**src/rtl/sum_accumulator_4b.sv**
```systemverilog
// sum_accumulator_4b
// Sums N_OPERANDS results from the 4-bit full adder ({cout, sum}, 0..31)
// into an ACC_W-bit running total. Overflow is sticky for the run. The
// finished total is offered under a valid/ready handshake.
//
// Ports:
//   clk        rising-edge clock
//   rst_n      synchronous active-low reset
//   start      begin a new run (IDLE only)
//   in_valid   operand on sum/cout is valid
//   in_ready   operand accepted this cycle (ACCUM state)
//   sum        adder sum bits
//   cout       adder carry-out, weight 16
//   out_valid  total/overflow/count are final (DONE state)
//   out_ready  consumer takes the result
//   total      accumulated value modulo 2^ACC_W
//   overflow   sticky carry out of the accumulator
//   count      operands accepted in the current run
module sum_accumulator_4b #(
  parameter int N_OPERANDS = 4,
  parameter int ACC_W      = 8
) (
  input  logic             clk,
  input  logic             rst_n,
  input  logic             start,
  input  logic             in_valid,
  output logic             in_ready,
  input  logic [3:0]       sum,
  input  logic             cout,
  output logic             out_valid,
  input  logic             out_ready,
  output logic [ACC_W-1:0] total,
  output logic             overflow,
  output logic [3:0]       count
);

  typedef enum logic [1:0] {
    IDLE  = 2'd0,
    ACCUM = 2'd1,
    DONE  = 2'd2
  } state_t;

  state_t         state;
  logic [ACC_W:0] operand;
  logic [ACC_W:0] next_sum;
  logic           accept;
  logic           last_accept;

  // Handshake outputs come from the registered state only.
  assign in_ready  = (state == ACCUM);
  assign out_valid = (state == DONE);

  assign accept      = in_valid && in_ready;
  assign last_accept = (count == 4'(N_OPERANDS - 1));

  always_comb begin
    operand  = '0;
    operand  = {{(ACC_W - 4){1'b0}}, cout, sum};
    next_sum = {1'b0, total} + operand;
  end

  always_ff @(posedge clk) begin
    if (!rst_n) begin
      state    <= IDLE;
      total    <= '0;
      overflow <= 1'b0;
      count    <= '0;
    end else begin
      case (state)
        IDLE: begin
          if (start) begin
            state    <= ACCUM;
            total    <= '0;
            overflow <= 1'b0;
            count    <= '0;
          end
        end
        ACCUM: begin
          if (accept) begin
            total    <= next_sum[ACC_W-1:0];
            overflow <= overflow | next_sum[ACC_W];
            count    <= count + 4'd1;
            if (last_accept) begin
              state <= DONE;
            end
          end
        end
        DONE: begin
          if (out_ready) begin
            state <= IDLE;
          end
        end
        default: state <= IDLE;
      endcase
    end
  end

endmodule

```
**config.mk**
```make
export PLATFORM = sky130hd
export DESIGN_NAME = sum_accumulator_4b
export DESIGN_NICKNAME = d
export VERILOG_FILES = /design/src/rtl/sum_accumulator_4b.sv
export SDC_FILE = /design/constraint.sdc
export NUM_CORES = 1
export LEC_CHECK = 0
export ABC_AREA = 1
export BUFFER_PORTS_ARGS = -buffer_cell sky130_fd_sc_hd__buf_2
export CORE_MARGIN = 5
export CORE_UTILIZATION = 49
export DETAILED_ROUTE_END_ITERATION = 10
export PLACE_DENSITY_LB_ADDON = 0.1
export RECOVER_POWER = 25
export SLEW_MARGIN = 20
export SYNTH_ARGS = -nofsm -noshare
export SYNTH_HDL_FRONTEND = slang
export SYNTH_SLANG_ARGS = --single-unit
```
**constraint.sdc**
```tcl
create_clock -name clk -period 1.8 [get_ports clk]
set_input_delay 0.36 -clock clk [delete_from_list [all_inputs] [get_ports clk]]
set_output_delay 0.36 -clock clk [all_outputs]
set_load 0.05 [all_outputs]
```
==> results of run 1 <==
stage by stage:
stage / utilization [%] / setup slack [ns] / cell area, um2
6_report: 59.11 / 0.1309 / 998.5
5_1_grt: 59.11 / 0.01870 / 998.5
4_1_cts: 59.33 / 0.1184 / 1002
3_5_place_dp: 57.70 / 0.02603 / 974.7
3_3_place_gp: 57.70 / 0.08056 / 974.7
2_1_floorplan: - / 0.05665 / 844.6
cells by family after synthesis:
| group | share of synthesized area, % |
|---|---|
| AND/OR/NAND/NOR | 28.89 |
| flip-flops | 35.56 |
| buffers and inverters | 10.37 |
| AO/OA/AOI/OAI | 13.93 |
| adder cells (fa/ha/maj) | 11.26 |
final cells by class:
cell class                      instances  area, um2  share of cell area [%]
Clock buffer                            3      22.52                   2.256
Clock inverter                          1      5.005                  0.5013
Inverter                               19      76.32                   7.644
Multi-Input combinational cell         87      454.2                   45.49
Sequential cell                        15      300.3                   30.08
Tap cell                               17      21.27                   2.130
Timing Repair Buffer                   24      118.9                   11.90
worst paths after layout:
check | to | depth (start not counted) | from
hold reg to reg | overflow$_SDFFE_PN0P_ | 2 | overflow$_SDFFE_PN0P_
hold / removal | state[0]$_SDFFE_PN0P_ | 3 | start
setup / recovery | in_ready | 3 | state[0]$_SDFFE_PN0P_
setup reg to reg | overflow$_SDFFE_PN0P_ | 8 | total[0]$_SDFFE_PN0P_
flip-flops by register name, indices dropped and copies added, names as in the netlist:
register,cells
overflow,1
state,2
total,8
count,4
synth_stat cells:
cell	count
sky130_fd_sc_hd__o21ai_1	1
sky130_fd_sc_hd__inv_1	18
sky130_fd_sc_hd__nor2_2	1
sky130_fd_sc_hd__nor2_1	11
sky130_fd_sc_hd__buf_6	1
sky130_fd_sc_hd__nand3_1	15
sky130_fd_sc_hd__fa_1	1
sky130_fd_sc_hd__nor3_1	1
sky130_fd_sc_hd__nand2_1	26
sky130_fd_sc_hd__nand2_2	2
sky130_fd_sc_hd__o21ai_0	6
sky130_fd_sc_hd__dfxtp_1	15
sky130_fd_sc_hd__or2_2	1
sky130_fd_sc_hd__a21oi_1	15
sky130_fd_sc_hd__ha_1	6
sky130_fd_sc_hd__o21a_1	1
sky130_fd_sc_hd__inv_6	1
worst reg2reg max path, stage by stage, from the launching register on:
cell and delay [ns]:
sky130_fd_sc_hd__dfxtp_1 0.33, sky130_fd_sc_hd__ha_1 0.22, sky130_fd_sc_hd__fa_1 0.40, sky130_fd_sc_hd__nand2_1 0.10, sky130_fd_sc_hd__nand3_1 0.11, sky130_fd_sc_hd__nand3_1 0.09
sky130_fd_sc_hd__nand2_1 0.08, sky130_fd_sc_hd__a21oi_1 0.16, sky130_fd_sc_hd__nor2_1 0.05
where the power goes:
part | total [mW] | switching, mW | leakage (nW) | internal, mW
clock | 0.202 | 0.119 | 0.0177 | 0.0828
sequential | 0.366 | 0.0168 | 0.122 | 0.349
combinational | 0.231 | 0.164 | 0.385 | 0.0666
total | 0.799 | 0.300 | 0.525 | 0.499
routing by layer:
layer / vias up / routed length, um
met5: - / 0
met2: 17 / 873
li1: 448 / -
met1: 364 / 914
met4: 0 / 43
met3: 5 / 87
==> load_flow_metrics.sql, run 1 <==
INSERT INTO impl_metrics (metric_group, metric, value, unit) VALUES
('drt', 'routed_wire_length_per_instance', '11.55', 'um'),
('drt', 'firstDrtPassIters', '4', ''),
('hold_path', 'min-delay-path-class', 'input port to flop', ''),
('worst_setup_path', 'timing.critical_path.cells', 'inv_1 -> nor2_2 -> buf_2', ''),
('worst_setup_path', 'worst-path-buf-inv', '2', ''),
('die', 'io-pin-count', '25', ''),
('cts', 'holdBufCountCts', '0', ''),
('yosys', 'synthesis.area', '844.6', 'um2'),
('layout', 'num_antenna_cells', '0', ''),
('cts', 'clk_latency', '0.29', 'ns'),
('die', 'floorplan.die_area', '2654', 'um2'),
('sta', 'fin_crit', '1.669', 'ns'),
('layout', 'layout.filler_cells', '169', ''),
('yosys', 'synthesis.nets', '139', ''),
('pwr', 'vdd.ir_drop.worst', '419.6', 'uV'),
('sta', 'slew_violations', '0', ''),
('drt', 'antenna_violating_nets_post_route', '0', ''),
('yosys', 'synth.largest_area_cell', 'sky130_fd_sc_hd__dfxtp_1', ''),
('sta', 'max_slew_margin', '60.66', '%'),
('layout', 'fraction_of_final_layout_cells_with_drive_strength_greater_than_1', '20.81', '%'),
('layout', 'nNetsFinal', '167', ''),
('sta', 'skew', '0.002887', 'ns'),
('global_routing', 'grt_overflow_total', '0', ''),
('yosys', 'top_post_synthesis_cells_by_area', 'sky130_fd_sc_hd__dfxtp_1, sky130_fd_sc_hd__nand2_1, sky130_fd_sc_hd__a21oi_1, sky130_fd_sc_hd__ha_1, sky130_fd_sc_hd__nand3_1', ''),
('status', 'run_status', 'complete, no violations', ''),
('drt', 'routed_via_density', '5.024', ''),
('global_routing', 'groute.layer.met2.usage', '27.54', '%'),
('global_routing', 'track_usage', '16.23', '%'),
('pwr', 'total_leakage_power', '0.5246', 'nW'),
('yosys', 'ys_seq_area_share', '35.56', '%'),
('die', 'start_util', '50.00', '%'),
('worst_setup_path', 'cp.arrival', '1.31', 'ns'),
('layout', 'most_used_cells_in_the_layout_excluding_fill_and_tap_cells', 'sky130_fd_sc_hd__nand2_1, sky130_fd_sc_hd__buf_2, sky130_fd_sc_hd__inv_1', ''),
('sta', 'whs', '0.3406', 'ns'),
('cts', 'path_clk_slew', '0.10', 'ns'),
('global_routing', 'grt_first_pass_wirelength', '3194', 'um'),
('yosys', 'yosys_register_bits', '15', ''),
('worst_setup_path', 'crit_path_end_kind', 'primary output', ''),
('yosys', 'post-synth-top-area-fraction', '35.56', '%'),
('worst_setup_path', 'critical-path-top-delay-family', 'flip-flops', ''),
('drt', '1st_iter_drt_viols', '9', ''),
('cts', 'post_cts.resized_instances', '0', ''),
('sta', 'max_freq', '599.1', 'MHz'),
('worst_setup_path', 'worst_setup_path_start_kind', 'flop', ''),
('sta', 'rsz0062_at_grt', 'false', ''),
('sta', 'hold_violations', '0', ''),
('place', 'globalplace.congestion', '0.8726', ''),
('sta', 'min_period_over_period', '92.73', '%'),
('drt', 'routed_wl', '1918', 'um'),
('yosys', 'postSynthAreaPerCell', '6.923', 'um2'),
('pwr', 'power_density', '800.3', 'nW/um2'),
('die', 'core', '1689', 'um2'),
('yosys', 'synth_warnings', '0', ''),
('place', 'place.detailed.hpwl', '1515', 'um'),
('worst_setup_path', 'timing.critical_path.required', '1.44', 'ns'),
('worst_setup_path', 'worstSetupPathType', 'flop to primary output', ''),
('yosys', 'synth_cell_type_count', '17', ''),
('cts', 'clock_tree.root_cell', 'sky130_fd_sc_hd__clkbuf_4', ''),
('yosys', 'synthCells', '122', ''),
('worst_setup_path', 'crit_path_max_incr_delay', '0.41', 'ns'),
('cts', 'total_cts_buffers', '3', ''),
('cts', 'postCtsSetupBuffers', '0', ''),
('global_routing', 'first_global_vias', '738', ''),
('global_routing', 'groute.layer.met1.usage', '18.96', '%'),
('cts', 'cts_max_path_buffers', '2', ''),
('cts', 'htreeDepth', '1', ''),
('layout', 'finalNonFillerCells', '166', ''),
('layout', 'final_common_cell', 'sky130_fd_sc_hd__nand2_1', ''),
('die', 'die_h', '51.52', 'um'),
('cts', 'numClockSinks', '15', ''),
('drt', 'post-route-drc-count', '0', '');
Note: power is estimated with default switching activity, not from simulation.
==> inputs of run 2 (changes only) <==
--- a/config.mk
+++ b/config.mk
@@ -12,6 +12,7 @@
 export DETAILED_ROUTE_END_ITERATION = 10
 export PLACE_DENSITY_LB_ADDON = 0.1
 export RECOVER_POWER = 25
+export REMOVE_ABC_BUFFERS = 1
 export SLEW_MARGIN = 20
 export SYNTH_ARGS = -nofsm -noshare
 export SYNTH_HDL_FRONTEND = slang
==> run 2 against run 1 <==
Die area is the same. Hold slack gained 0.024 ns. Largest power group unchanged. Critical path type is now flop to flop. Via count grew 0.48%. First-iteration DRC count grew 11%. Critical path depth grew 5. Sequential power is essentially flat. Global-route usage shrank 0.75 points.
==> load_flow_metrics.sql, run 2 (synthesized netlist as in run 1, its figures left out) <==
INSERT INTO impl_metrics (metric_group, metric, value, unit) VALUES
('worst_setup_path', 'cp.arrival', '1.81', 'ns'),
('run', 'maxCapViolations', '0', ''),
('place', 'place.detailed.hpwl', '1443', 'um'),
('cts', 'cts_max_path_buffers', '2', ''),
('layout', 'nNetsFinal', '167', ''),
('sta', 'post-route-worst-setup-slack', '0.1824', 'ns'),
('drt', 'route.vias.total', '838', ''),
('pwr', 'sw_power', '0.2875', 'mW'),
('drt', '1st_iter_drt_viols', '10', ''),
('worst_setup_path', 'worst_setup_path_start_kind', 'flop', ''),
('hold_path', 'startpoint_of_the_worst_hold_path', 'rst_n', ''),
('drt', 'firstDrtPassIters', '4', ''),
('sta', 'rsz0062_at_grt', 'false', ''),
('worst_setup_path', 'worst_setup_path_startpoint', 'total[0]$_SDFFE_PN0P_', ''),
('place', 'io_buffers', '24', ''),
('die', 'die_h', '51.52', 'um'),
('worst_setup_path', 'regToRegSetupSlack', '0.18', 'ns'),
('sta', 'min_period_over_period', '89.87', '%'),
('cts', 'postCtsSetupBuffers', '0', ''),
('drt', 'routed_wire_length_per_instance', '10.80', 'um'),
('worst_setup_path', 'crit_path_end_kind', 'flop', ''),
('pwr', 'power_switching_share', '36.69', '%'),
('die', 'std_cell_rows', '15', ''),
('layout', 'final_common_cell', 'sky130_fd_sc_hd__nand2_1', ''),
('drt', 'post-route-drc-count', '0', ''),
('place', 'dpl_worst_slack', '0.02089', 'ns'),
('status', 'run_status', 'complete, no violations', ''),
('cts', 'post_cts.resized_instances', '0', ''),
('layout', 'fraction_of_final_layout_cells_with_drive_strength_greater_than_1', '20.13', '%'),
('global_routing', 'grt_antenna_before_repair', '0', ''),
('sta', 'setup_violations', '0', ''),
('sta', 'max_freq', '618.2', 'MHz'),
('die', 'dieWidth', '51.52', 'um'),
('worst_setup_path', 'worstSetupPathType', 'flop to flop', ''),
('sta', 'hold_violations', '0', ''),
('cts', 'numClockSinks', '15', ''),
('pwr', 'total_leakage_power', '0.5166', 'nW'),
('layout', 'top_register', 'total', ''),
('drt', 'routed_via_density', '5.048', ''),
('global_routing', 'first_global_vias', '746', ''),
('sta', 'worstMarginPinSlew', '0.5932', 'ns'),
('layout', 'most_used_cells_in_the_layout_excluding_fill_and_tap_cells', 'sky130_fd_sc_hd__nand2_1, sky130_fd_sc_hd__buf_2, sky130_fd_sc_hd__inv_1', ''),
('pwr', 'power_frac_seq', '46.7', '%'),
('cts', 'htreeDepth', '1', ''),
('global_routing', 'grt_overflow_total', '0', ''),
('cts', 'cts_tree', 'done', ''),
('drt', 'routed_wl', '1792', 'um'),
('pwr', 'total_power', '0.7835', 'mW'),
('sta', 'slew_violations', '0', ''),
('global_routing', 'grt_first_pass_wirelength', '3132', 'um'),
('worst_setup_path', 'largest_fanout_on_the_critical_path', '3', ''),
('die', 'io-pin-count', '25', ''),
('cts', 'path_clk_slew', '0.09', 'ns'),
('layout', 'area_growth', '17.63', '%'),
('drt', 'antenna_violating_nets_post_route', '0', ''),
('sta', 'max_slew_margin', '60.62', '%'),
('worst_setup_path', 'reg2reg_from', 'total[0]$_SDFFE_PN0P_', ''),
('die', 'start_util', '50.00', '%'),
('cts', 'clk_latency', '0.28', 'ns'),
('die', 'floorplan.die_area', '2654', 'um2'),
('layout', 'num_antenna_cells', '0', ''),
('layout', 'largest_register_ff_count', '8', ''),
('die', 'core', '1689', 'um2'),
('pwr', 'power.combinational.fraction', '28.4', '%'),
('pwr', 'cellInternalPower', '0.4961', 'mW'),
('hold_path', 'min-delay-path-class', 'input port to flop', ''),
('layout', 'reg.largest.list', 'total x8, count x4, state x2', ''),
('sta', 'skew', '0.004417', 'ns'),
('sta', 'timing.setup.tns', '0', 'ns'),
('cts', 'clock_tree.root_cell', 'sky130_fd_sc_hd__clkbuf_4', ''),
('place', 'globalplace.congestion', '0.8242', ''),
('cts', 'total_cts_buffers', '3', ''),
('layout', 'finalCoreUtilization', '58.81', '%'),
('global_routing', 'largest_net_degree_at_the_start_of_global_routing', '14', ''),
('global_routing', 'track_usage', '15.49', '%'),
('sta', 'fin_crit', '1.618', 'ns'),
('pwr', 'vdd.ir_drop.worst', '580.9', 'uV'),
('worst_setup_path', 'timing.critical_path.required', '1.99', 'ns'),
('pwr', 'power_density', '788.7', 'nW/um2'),
('pwr', 'pwr-share-clk', '24.8', '%'),
('cts', 'holdBufCountCts', '0', '');
-- run 2: worst max-delay path: stages, from the launching register on --
cell	delay (ns)
sky130_fd_sc_hd__dfxtp_1	0.33
sky130_fd_sc_hd__ha_1	0.22
sky130_fd_sc_hd__fa_1	0.38
sky130_fd_sc_hd__nand2_1	0.10
sky130_fd_sc_hd__nand3_1	0.11
sky130_fd_sc_hd__nand3_1	0.09
sky130_fd_sc_hd__nand2_1	0.08
sky130_fd_sc_hd__a21oi_1	0.16
sky130_fd_sc_hd__nor2_1	0.05
-- run 2: power by group through the flow --
stage	sequential [mW]	combinational, mW	clock [mW]
3_5_place_dp	0.375	0.228	0
4_1_cts	0.367	0.230	0.202
6_report	0.366	0.223	0.195
5_1_grt	0.370	0.251	0.216
2_1_floorplan	0.417	0.128	0
3_3_place_gp	0.373	0.226	0
-- run 2: area by class of cell --
class	count	area, um2
repair buffers	24	117.6
well taps	17	21.27
clock buffers	3	22.52
clock inverters	1	5.005
fillers	176	695.7
multi-input cells	87	454.2
flip-flops and latches	15	300.3
inverters	19	72.57
-- run 2: final timing paths --
kind	end	cells after the start
max	overflow$_SDFFE_PN0P_	8
min	total[2]$_SDFFE_PN0P_	3
max reg2reg	overflow$_SDFFE_PN0P_	8
min reg2reg	count[3]$_SDFFE_PN0P_	2
-- run 2: metrics by stage --
| stage | std cells | area, um2 | hold slack, ns |
|---|---|---|---|
| 6_report | 166 | 993.5 | 0.3647 |
| 5_1_grt | 166 | 993.5 | 0.3743 |
| 4_1_cts | 166 | 1002 | 0.3570 |
| 3_5_place_dp | 162 | 974.7 | 0.4724 |
| 3_3_place_gp | 162 | 974.7 | 0.4521 |
| 2_1_floorplan | 121 | 833.3 | 0.4984 |
-- run 2: metal layers --
metal	routed length [um]	vias to the layer above	track usage [%]
met4	22	0	6.550
li1	-	447	-
met5	0	-	0
met3	87	4	3.438
met1	857	370	19.61
met2	825	17	25.21
==> inputs of run 3 (changes only) <==
--- a/config.mk
+++ b/config.mk
@@ -7,8 +7,9 @@
 export LEC_CHECK = 0
 export ABC_AREA = 1
 export BUFFER_PORTS_ARGS = -buffer_cell sky130_fd_sc_hd__buf_2
-export CORE_MARGIN = 5
-export CORE_UTILIZATION = 49
+export CAP_MARGIN = 25
+export CORE_MARGIN = 2
+export CORE_UTILIZATION = 37
 export DETAILED_ROUTE_END_ITERATION = 10
 export PLACE_DENSITY_LB_ADDON = 0.1
 export RECOVER_POWER = 25
==> run 3 against run 2 <==
Routed wire length up 1.7%. Critical path type is now flop to primary output. Design area grew 1.9%. Sequential power is essentially flat. Largest power group unchanged. Final cell count rose by 6.6%. Core utilization down 13 points. Hold slack got worse by 0.0026 ns.
==> load_flow_metrics.sql, run 3 (synthesized netlist as in run 1, its figures left out) <==
INSERT INTO impl_metrics (metric_group, metric, value, unit) VALUES
('hold_path', 'min_delay_path_depth', '3', ''),
('cts', 'cts_max_path_buffers', '2', ''),
('layout', 'num_antenna_cells', '0', ''),
('drt', 'post-route-drc-count', '0', ''),
('die', 'core', '2191', 'um2'),
('sta', 'slew_violations', '0', ''),
('run', 'maxCapViolations', '0', ''),
('worst_setup_path', 'worstSetupPathType', 'flop to primary output', ''),
('worst_setup_path', 'worst_setup_path_start_kind', 'flop', ''),
('layout', 'most_used_cells_in_the_layout_excluding_fill_and_tap_cells', 'sky130_fd_sc_hd__nand2_1, sky130_fd_sc_hd__buf_2, sky130_fd_sc_hd__inv_1', ''),
('cts', 'total_cts_buffers', '3', ''),
('global_routing', 'first_global_vias', '696', ''),
('cts', 'postCtsSetupBuffers', '0', ''),
('worst_setup_path', 'largest_fanout_on_the_critical_path', '6', ''),
('layout', 'largest_register_ff_count', '8', ''),
('pwr', 'vdd.ir_drop.worst', '592.3', 'uV'),
('drt', 'routed_wire_length_per_instance', '10.29', 'um'),
('cts', 'path_clk_slew', '0.10', 'ns'),
('worst_setup_path', 'timing.critical_path.cells', 'inv_1 -> nor2_2 -> buf_2', ''),
('place', 'dpl_worst_slack', '0.03008', 'ns'),
('layout', 'nNetsFinal', '167', ''),
('drt', 'route.vias.total', '836', ''),
('pwr', 'power_density', '774.4', 'nW/um2'),
('global_routing', 'grt_first_pass_wirelength', '2994', 'um'),
('worst_setup_path', 'critPathSlowestCell', 'sky130_fd_sc_hd__dfxtp_1', ''),
('place', 'globalplace.congestion', '0.7799', ''),
('cts', 'numClockSinks', '15', ''),
('sta', 'max_slew_margin', '61.00', '%'),
('worst_setup_path', 'crit_path_max_incr_delay', '0.40', 'ns'),
('place', 'place.detailed.hpwl', '1461', 'um'),
('drt', 'routed_via_density', '4.723', ''),
('worst_setup_path', 'worst_r2r_path_depth', '8', ''),
('hold_path', 'min-delay-path-class', 'input port to flop', ''),
('drt', 'routed_wl', '1822', 'um'),
('layout', 'finalCoreUtilization', '46.20', '%'),
('cts', 'clock_tree.root_cell', 'sky130_fd_sc_hd__clkbuf_4', ''),
('layout', 'layout.filler_cells', '243', ''),
('place', 'io_buffers', '24', ''),
('global_routing', 'largest_net_degree_at_the_start_of_global_routing', '14', ''),
('sta', 'min_period_over_period', '90.82', '%'),
('drt', '1st_iter_drt_viols', '4', ''),
('cts', 'htreeDepth', '1', ''),
('cts', 'holdBufCountCts', '0', ''),
('worst_setup_path', 'worst-path-buf-inv', '2', ''),
('status', 'run_status', 'complete, no violations', ''),
('sta', 'setup_violations', '0', ''),
('sta', 'worstMarginPinSlew', '0.5875', 'ns'),
('worst_setup_path', 'crit_path_end_kind', 'primary output', ''),
('sta', 'hold_violations', '0', ''),
('sta', 'post-route-worst-setup-slack', '0.1652', 'ns'),
('sta', 'rsz0062_at_grt', 'false', ''),
('layout', 'top_register', 'total', ''),
('sta', 'skew', '0.008740', 'ns'),
('worst_setup_path', 'critical-path-top-delay-family', 'flip-flops', ''),
('cts', 'post_cts.resized_instances', '0', ''),
('pwr', 'total_leakage_power', '0.5252', 'nW'),
('sta', 'max_freq', '611.7', 'MHz'),
('layout', 'area_growth', '19.85', '%'),
('drt', 'firstDrtPassIters', '4', ''),
('sta', 'fin_crit', '1.635', 'ns'),
('worst_setup_path', 'timing.critical_path.required', '1.44', 'ns'),
('cts', 'cts_tree', 'done', ''),
('die', 'dieWidth', '51.78', 'um'),
('layout', 'fraction_of_final_layout_cells_with_drive_strength_greater_than_1', '20.81', '%'),
('die', 'floorplan.die_area', '2681', 'um2'),
('global_routing', 'grt_overflow_total', '0', ''),
('global_routing', 'grt_antenna_before_repair', '0', ''),
('die', 'io-pin-count', '25', ''),
('layout', 'reg.largest.list', 'total x8, count x4, state x2', ''),
('drt', 'antenna_violating_nets_post_route', '0', ''),
('cts', 'clk_latency', '0.28', 'ns'),
('layout', 'final_common_cell', 'sky130_fd_sc_hd__nand2_1', ''),
('sta', 'timing.setup.tns', '0', 'ns'),
('die', 'die_h', '51.78', 'um'),
('worst_setup_path', 'cp.arrival', '1.27', 'ns'),
('die', 'start_util', '38.55', '%'),
('global_routing', 'track_usage', '15.33', '%'),
('pwr', 'total_power', '0.7838', 'mW'),
('worst_setup_path', 'cp_num_cells', '3', ''),
('die', 'std_cell_rows', '17', '');
-- run 3: worst min-delay path, cell delays in order --
cell	delay, ns
sky130_fd_sc_hd__buf_2	0.13
sky130_fd_sc_hd__o21ai_0	0.08
sky130_fd_sc_hd__a21oi_1	0.04
-- run 3: final cells by class --
cell class | count | area, um2 | area share (%)
Multi-Input combinational cell | 87 | 454.2 | 44.87
Sequential cell | 15 | 300.3 | 29.67
Timing Repair Buffer | 24 | 118.9 | 11.74
Inverter | 19 | 76.32 | 7.540
Tap cell | 28 | 35.03 | 3.461
Clock buffer | 3 | 22.52 | 2.225
Clock inverter | 1 | 5.005 | 0.4944
-- run 3: layer usage --
metal / track usage, % / part of all wire [%] / up-vias
met5: 0 / 0 / -
met4: 7.895 / 0.93 / 0
met3: 2.874 / 4.4 / 2
met2: 22.22 / 45 / 13
met1: 21.51 / 50 / 372
li1: - / - / 449
-- run 3: final timing paths --
path	endpoint	slack (ns)	startpoint
min	count[0]$_SDFFE_PN0P_	0.36	rst_n
max	in_ready	0.17	state[0]$_SDFFE_PN0P_
min reg2reg	overflow$_SDFFE_PN0P_	0.49	overflow$_SDFFE_PN0P_
max reg2reg	overflow$_SDFFE_PN0P_	0.21	total[0]$_SDFFE_PN0P_
-- run 3: through the flow --
step,instance area [um2],std cells,hold WS (ns)
after global placement,988.4,173,0.4536
after global routing,1012,177,0.3698
after detailed placement,988.4,173,0.4674
after floorplan,833.3,121,0.4984
after CTS,1016,177,0.3525
final,1012,177,0.3621
-- run 3: report_power, final --
group	internal [mW]	switching [mW]	leakage (nW)	total, mW
logic	0.0648	0.162	0.385	0.226
clock network	0.0824	0.109	0.0177	0.192
registers	0.349	0.0164	0.122	0.366
total	0.497	0.287	0.525	0.784
